File: config.mk
export PLATFORM = sky130hd
export DESIGN_NAME = display_scan_driver_flat
export DESIGN_NICKNAME = d
export VERILOG_FILES = /design/src/rtl/display_pkg.sv /design/src/rtl/display_scan_driver_if.sv /design/src/rtl/display_tick_gen.sv /design/src/rtl/display_scan_driver.sv /design/src/flat_wrapper.sv
export SDC_FILE = /design/constraint.sdc
export NUM_CORES = 1
export LEC_CHECK = 0
export ABC_CLOCK_PERIOD_IN_PS = 2050
export CORE_MARGIN = 5
export CORE_UTILIZATION = 30
export DETAILED_ROUTE_END_ITERATION = 10
export SLEW_MARGIN = 20
export SYNTH_ARGS = -nofsm -noshare
export SYNTH_HDL_FRONTEND = slang
export SYNTH_HIERARCHICAL = 1
export SYNTH_SLANG_ARGS = --single-unit
File: constraint.sdc
create_clock -name clk -period 2.05 [get_ports clk]
set_input_delay 0.205 -clock clk [delete_from_list [all_inputs] [get_ports clk]]
set_output_delay 0.205 -clock clk [all_outputs]
set_load 0.02 [all_outputs]
File: src/rtl/display_pkg.sv
// Shared constants and types for the two-digit seven-segment scan driver.
// Segment patterns are active-low, bit order {g,f,e,d,c,b,a}.
package display_pkg;

  localparam logic [6:0] SEG_BLANK = 7'h7F;
  localparam logic [6:0] SEG_ZERO  = 7'h40;

  localparam logic [1:0] AN_OFF  = 2'b11;
  localparam logic [1:0] AN_ONES = 2'b10;
  localparam logic [1:0] AN_TENS = 2'b01;

  typedef enum logic {
    DIG_ONES = 1'b0,
    DIG_TENS = 1'b1
  } digit_t;

  typedef struct packed {
    logic [6:0] tens;
    logic [6:0] ones;
  } seg_pair_t;

endpackage

File: src/rtl/display_scan_driver_if.sv
// Bundle between the decode stage / display pins and display_scan_driver.
// in_val is a fire-and-forget strobe: there is no ready, every strobe is
// accepted on the rising edge where it is high, and a later strobe
// overwrites an earlier uncommitted one.
// The slave modport also exposes the scan FSM state for observation.
interface display_scan_driver_if;
  import display_pkg::*;

  logic       en;
  logic       in_val;
  logic [6:0] seg_tens;
  logic [6:0] seg_ones;
  logic [6:0] disp_seg;
  logic [1:0] disp_an;
  logic       frame_done;
  logic       pending;
  digit_t     state;

  modport master (
    output en, in_val, seg_tens, seg_ones,
    input  disp_seg, disp_an, frame_done, pending, state
  );

  modport slave (
    input  en, in_val, seg_tens, seg_ones,
    output disp_seg, disp_an, frame_done, pending, state
  );
endinterface

File: src/rtl/display_tick_gen.sv
// Digit dwell counter: counts PRESCALE cycles per digit while en is high
// and flags the last cycle of each dwell. Frozen while en is low.
module display_tick_gen #(
  parameter  int PRESCALE = 4,
  localparam int CW       = (PRESCALE > 1) ? $clog2(PRESCALE) : 1
) (
  input  logic clk,
  input  logic rst,
  input  logic en,
  output logic tick
);

  localparam logic [CW-1:0] LAST = CW'(PRESCALE - 1);

  logic [CW-1:0] cnt;

  // Dwell counter, wraps to zero on the last cycle of a dwell
  always_ff @(posedge clk) begin
    if (rst) begin
      cnt <= '0;
    end else if (en) begin
      if (cnt == LAST) cnt <= '0;
      else             cnt <= cnt + 1'b1;
    end
  end

  assign tick = en & (cnt == LAST);

endmodule

File: src/rtl/display_scan_driver.sv
// Time-multiplexes a tens/ones segment pair onto one shared segment bus
// with two active-low anodes. New values go to a shadow register and are
// moved to the active register only at the end of a frame (end of the
// tens dwell), so one frame never shows digits from two different values.
// Optional build macro: BLANK_LEADING_ZERO_EN -- blank the tens digit
// when it shows zero.
module display_scan_driver
  import display_pkg::*;
#(
  parameter int PRESCALE = 4
) (
  input logic                     clk,
  input logic                     rst,
  display_scan_driver_if.slave    bus
);

  digit_t    state_q, state_d;
  seg_pair_t active_q, shadow_q;
  logic      pending_q;
  logic      tick;
  logic      frame_end;
  logic [6:0] tens_view;

  display_tick_gen #(.PRESCALE(PRESCALE)) u_tick (
    .clk  (clk),
    .rst  (rst),
    .en   (bus.en),
    .tick (tick)
  );

  assign frame_end = tick & (state_q == DIG_TENS);

  // Scan FSM state register
  always_ff @(posedge clk) begin
    if (rst) state_q <= DIG_ONES;
    else     state_q <= state_d;
  end

  // Scan FSM next state: swap digit at the end of each dwell
  always_comb begin
    state_d = state_q;
    if (tick) state_d = (state_q == DIG_ONES) ? DIG_TENS : DIG_ONES;
  end

  // Shadow capture and frame-boundary commit; commit reads the pre-edge shadow
  always_ff @(posedge clk) begin
    if (rst) begin
      active_q  <= '{tens: SEG_BLANK, ones: SEG_BLANK};
      shadow_q  <= '{tens: SEG_BLANK, ones: SEG_BLANK};
      pending_q <= 1'b0;
    end else begin
      if (frame_end && pending_q) active_q <= shadow_q;
      if (bus.in_val) begin
        shadow_q  <= '{tens: bus.seg_tens, ones: bus.seg_ones};
        pending_q <= 1'b1;
      end else if (frame_end) begin
        pending_q <= 1'b0;
      end
    end
  end

  // Moore outputs: anode and segment mux selected by registered state
  always_comb begin
`ifdef BLANK_LEADING_ZERO_EN
    tens_view = (active_q.tens == SEG_ZERO) ? SEG_BLANK : active_q.tens;
`else
    tens_view = active_q.tens;
`endif
    bus.disp_an    = AN_OFF;
    bus.disp_seg   = active_q.ones;
    bus.frame_done = frame_end;
    bus.pending    = pending_q;
    bus.state      = state_q;
    if (state_q == DIG_TENS) begin
      bus.disp_seg = tens_view;
      if (bus.en) bus.disp_an = AN_TENS;
    end else begin
      if (bus.en) bus.disp_an = AN_ONES;
    end
  end

endmodule

File: src/flat_wrapper.sv
// flat-port wrapper written by rule: the top's interface ports become plain ports
module display_scan_driver_flat import display_pkg::*;
#(
  parameter int PRESCALE = 4
)
  (clk, rst, bus_en, bus_in_val, bus_seg_tens, bus_seg_ones, bus_disp_seg, bus_disp_an, bus_frame_done, bus_pending, bus_state);
  display_scan_driver_if bus_i ();
  input logic clk;
  input logic rst;
  input wire logic [$bits(bus_i.en)-1:0] bus_en;
  input wire logic [$bits(bus_i.in_val)-1:0] bus_in_val;
  input wire logic [$bits(bus_i.seg_tens)-1:0] bus_seg_tens;
  input wire logic [$bits(bus_i.seg_ones)-1:0] bus_seg_ones;
  output wire logic [$bits(bus_i.disp_seg)-1:0] bus_disp_seg;
  output wire logic [$bits(bus_i.disp_an)-1:0] bus_disp_an;
  output wire logic [$bits(bus_i.frame_done)-1:0] bus_frame_done;
  output wire logic [$bits(bus_i.pending)-1:0] bus_pending;
  output wire logic [$bits(bus_i.state)-1:0] bus_state;
  assign bus_i.en = bus_en;
  assign bus_i.in_val = bus_in_val;
  assign bus_i.seg_tens = bus_seg_tens;
  assign bus_i.seg_ones = bus_seg_ones;
  assign bus_disp_seg = bus_i.disp_seg;
  assign bus_disp_an = bus_i.disp_an;
  assign bus_frame_done = bus_i.frame_done;
  assign bus_pending = bus_i.pending;
  assign bus_state = bus_i.state;
  display_scan_driver #(.PRESCALE(PRESCALE)) u_core (.clk(clk), .rst(rst), .bus(bus_i));
endmodule
==> summary.md, run 1 <==
| Metric | Value |
|---|---|
| Startpoint types | register |
| Final Hold Fails | 0 |
| Number of CTS-inserted buffers | 5 |
| Power Density | 722 nW/µm² |
| Mapped Cells | 121 |
| FMAX | 0.542 GHz |
| Worst Path Buf+Inv | 1 |
| # DRC | 0 |
| Total Wirelength | 2710 µm |
| I/O pin cnt | 30 |
| R2r setup slk | 0.46 ns |
| Hold depth | 1 |
| Reg area | 642 µm² |
| Critical Path RT | 1.85 ns |
| Max cap viols | 0 |
| Worst Hold Launch | u_core/active_q[0] |
| Yosys top cell by area | dfxtp_1 |
| Worst setup EP type | output pin |
| Slowest library cell on the worst path | clkdlybuf4s50_1 |
| Maximum clock path buffer count | 2 |
| Setup bufs post-CTS | 0 |
| Post-layout min period | 1.84 ns |
| Highest Signal Layer | met4 |
| Syn nets | 140 |
| Die area | 5920 µm² |
| R2R cell count | 4 |
| CP top delay family | buffers and inverters |
| Worst Tran Pin Value | 0.443 ns |
| Hold/Removal Path Class | reg -> reg |
| Worst R2R End | u_core/tens_view[1] |
| Final setup violation count | 0 |
| Worst hold endpoint | u_core/active_q[0] |
| Worst skew pair latency | 0.28 ns |
| Critical R2R Launch | u_core/u_tick/cnt[0] |
| Synth top area share | 0.476 |
| LEAKAGE | 0.673 nW |
| CTS tree | built |
| Syn-to-layout area delta | 31.1% |
| RSZ-0062 raised after global routing | false |
| Synth top area cells | dfxtp_1 (48%), a211o_1 (9.1%), a221o_1 (7.4%), and2_1 (7.0%), nor2b_1 (6.5%) |
| DR WL/cell | 13.3 µm |
| Count of different cell masters after synthesis | 23 |
| Share of cells above drive strength 1 | 0.184 |
| Met3 WL post-DR | 129 µm |
| # rows | 24 |
| Routed Antenna Nets | 0 |
| Htree depth | 2 |
| Setup Skew | 0.00336 ns |
| Placer congestion estimate | 0.726 |
| Vias in the first global route | 962 |
| Synth Warn # | 6 |
| Seq/Total Area, Yosys | 0.476 |
| # fillers | 413 |
| Slew Limit Headroom | 0.704 |
| GRT Residual Overflow | 0 |
| Largest net degree at the start of global routing | 33 |
| Utilization after layout | 0.405 |
| Max incr delay on CP | 0.54 ns |
| Vias/cell | 4.83 |
| Clock-pin slew on the worst setup and hold paths | 0.06 ns |
| Fin nets | 170 |
| Most common cell after layout, fill and taps aside | dfxtp_1 |
| CP cell instances | mux2_2 -> clkdlybuf4s50_1 |
| PortBufs | 29 |
| Synthesis-stage register bit count | 32 |
| Setup TNS | 0 ns |
| GRT Total Usage | 0.0924 |
| Initial antenna violation count | 0 |
| Final period utilization | 0.900 |
| Vias | 985 |
| Max VDD drop | 235 µV |
| CP arrival | 1.64 ns |
| Worst Path Max Fanout | 10 |
| # diodes | 0 |
| Sink Count | 32 |
| Syn_area_per_cell | 11.1 µm² |
| Global-route wire length before repair | 4330 µm |
| Multi-input gate area | 633 µm² |
| Core area | 4350 µm² |
| Die width | 77.0 µm |
| Initial DRT Pass Iterations | 2 |
| Mapped Area | 1350 µm² |
| Metal1 wirelength | 1220 µm |
| Detailed-placement wirelength estimate | 1940 µm |
| Most frequent cells in the layout | dfxtp_1 (31), clkdlybuf4s50_1 (28), and2_1 (15), nor2b_1 (14), a211o_1 (14) |
| Status | completed |
| Pins Over Slew Limit | 0 |
| Met2 routed wirelength | 1310 µm |
| Clk root buf | clkbuf_8 |
| 1st-iter DRT viols | 43 |
| Initial core utilization | 0.309 |
| CP Class | reg -> out |
| Die H | 77.0 µm |
==> cell type report <==
class	instances	area share
tap	52	0.0369
sequential	32	0.364
clock buffer	6	0.0468
clock inverter	2	0.00568
timing repair buffer	34	0.187
multi-input combinational	78	0.359
==> how the worst max path moves through the flow <==
stage	from	slack (ns)	end	cells past startpoint
2_1_floorplan	u_core/u_tick/cnt[0]	0.54	u_core/active_q[0]	6
3_3_place_gp	bus_en	0.18	bus_frame_done	4
3_5_place_dp	bus_en	0.18	bus_frame_done	4
4_1_cts	u_core/bus.state	0.04	bus_disp_seg[4]	2
5_1_grt	u_core/bus.state	0.14	bus_disp_seg[5]	2
6_report	u_core/bus.state	0.21	bus_disp_seg[4]	2
==> cell usage after synthesis <==
cell       n
nand2_1    1
mux2_2     7
and2_1    15
a21oi_1    1
a21boi_0   1
buf_8      1
xnor2_1    1
ha_1       1
nand3_2    1
o21ba_2    1
a221o_1   10
dfxtp_1   32
or3b_1     1
buf_2      3
mux2i_1    1
and2_4     1
nor2_1     2
nand2b_1   2
clkbuf_1   5
nor2b_1   14
a211o_1   14
a221o_2    4
buf_6      2
==> state kept, by name (all words and copies together) (netlist names) <==
name                cells
u_core/active_q         7
u_core/shadow_q        14
u_core/bus.state        1
u_core/bus.pending      1
u_core/u_tick/cnt       2
u_core/tens_view        7
==> stage by stage <==
stage / cells / power (mW) / hold WS (ns) / area (µm²) / setup slack, ns
2_1_floorplan: 121 / 0.742 / 0.274 / 1350 / 0.538
3_3_place_gp: 196 / 0.797 / 0.465 / 1670 / 0.182
3_5_place_dp: 196 / 0.802 / 0.471 / 1670 / 0.184
4_1_cts: 204 / 1.28 / 0.489 / 1760 / 0.0373
5_1_grt: 204 / 1.33 / 0.502 / 1760 / 0.144
6_report: 204 / 1.27 / 0.487 / 1760 / 0.205
==> layer usage <==
metal	vias up	GRT usage
met1	456	0.107
met4	0	0.0629
met5	-	0
li1	498	-
met2	23	0.148
met3	8	0.0246
==> cell families after synthesis <==
family          share of synthesized area
buf+inv                            0.0530
flops                               0.476
xor+xnor                          0.00651
mux                                0.0661
compound gates                      0.216
fa+ha+maj                         0.00930
simple gates                        0.173
==> timing repair <==
action,4_1_cts,5_1_grt
setup endpoints to repair,0,3
gates resized for setup,0,2
hold buffers,0,0
==> report_power, final <==
group	switching, mW	internal (mW)	leakage (nW)
registers	0.0154	0.646	0.264
clock network	0.219	0.267	0.0510
logic	0.0480	0.0766	0.358
total	0.282	0.990	0.673
Power figures use the tool's default switching activity.
==> run 2: changes to the inputs <==
--- a/config.mk
+++ b/config.mk
@@ -5,6 +5,7 @@
 export SDC_FILE = /design/constraint.sdc
 export NUM_CORES = 1
 export LEC_CHECK = 0
+export ABC_AREA = 0
 export ABC_CLOCK_PERIOD_IN_PS = 2050
 export CORE_MARGIN = 5
 export CORE_UTILIZATION = 30
==> results of run 2 <==
Final layout, timing and power as in run 1 (identical DEF).
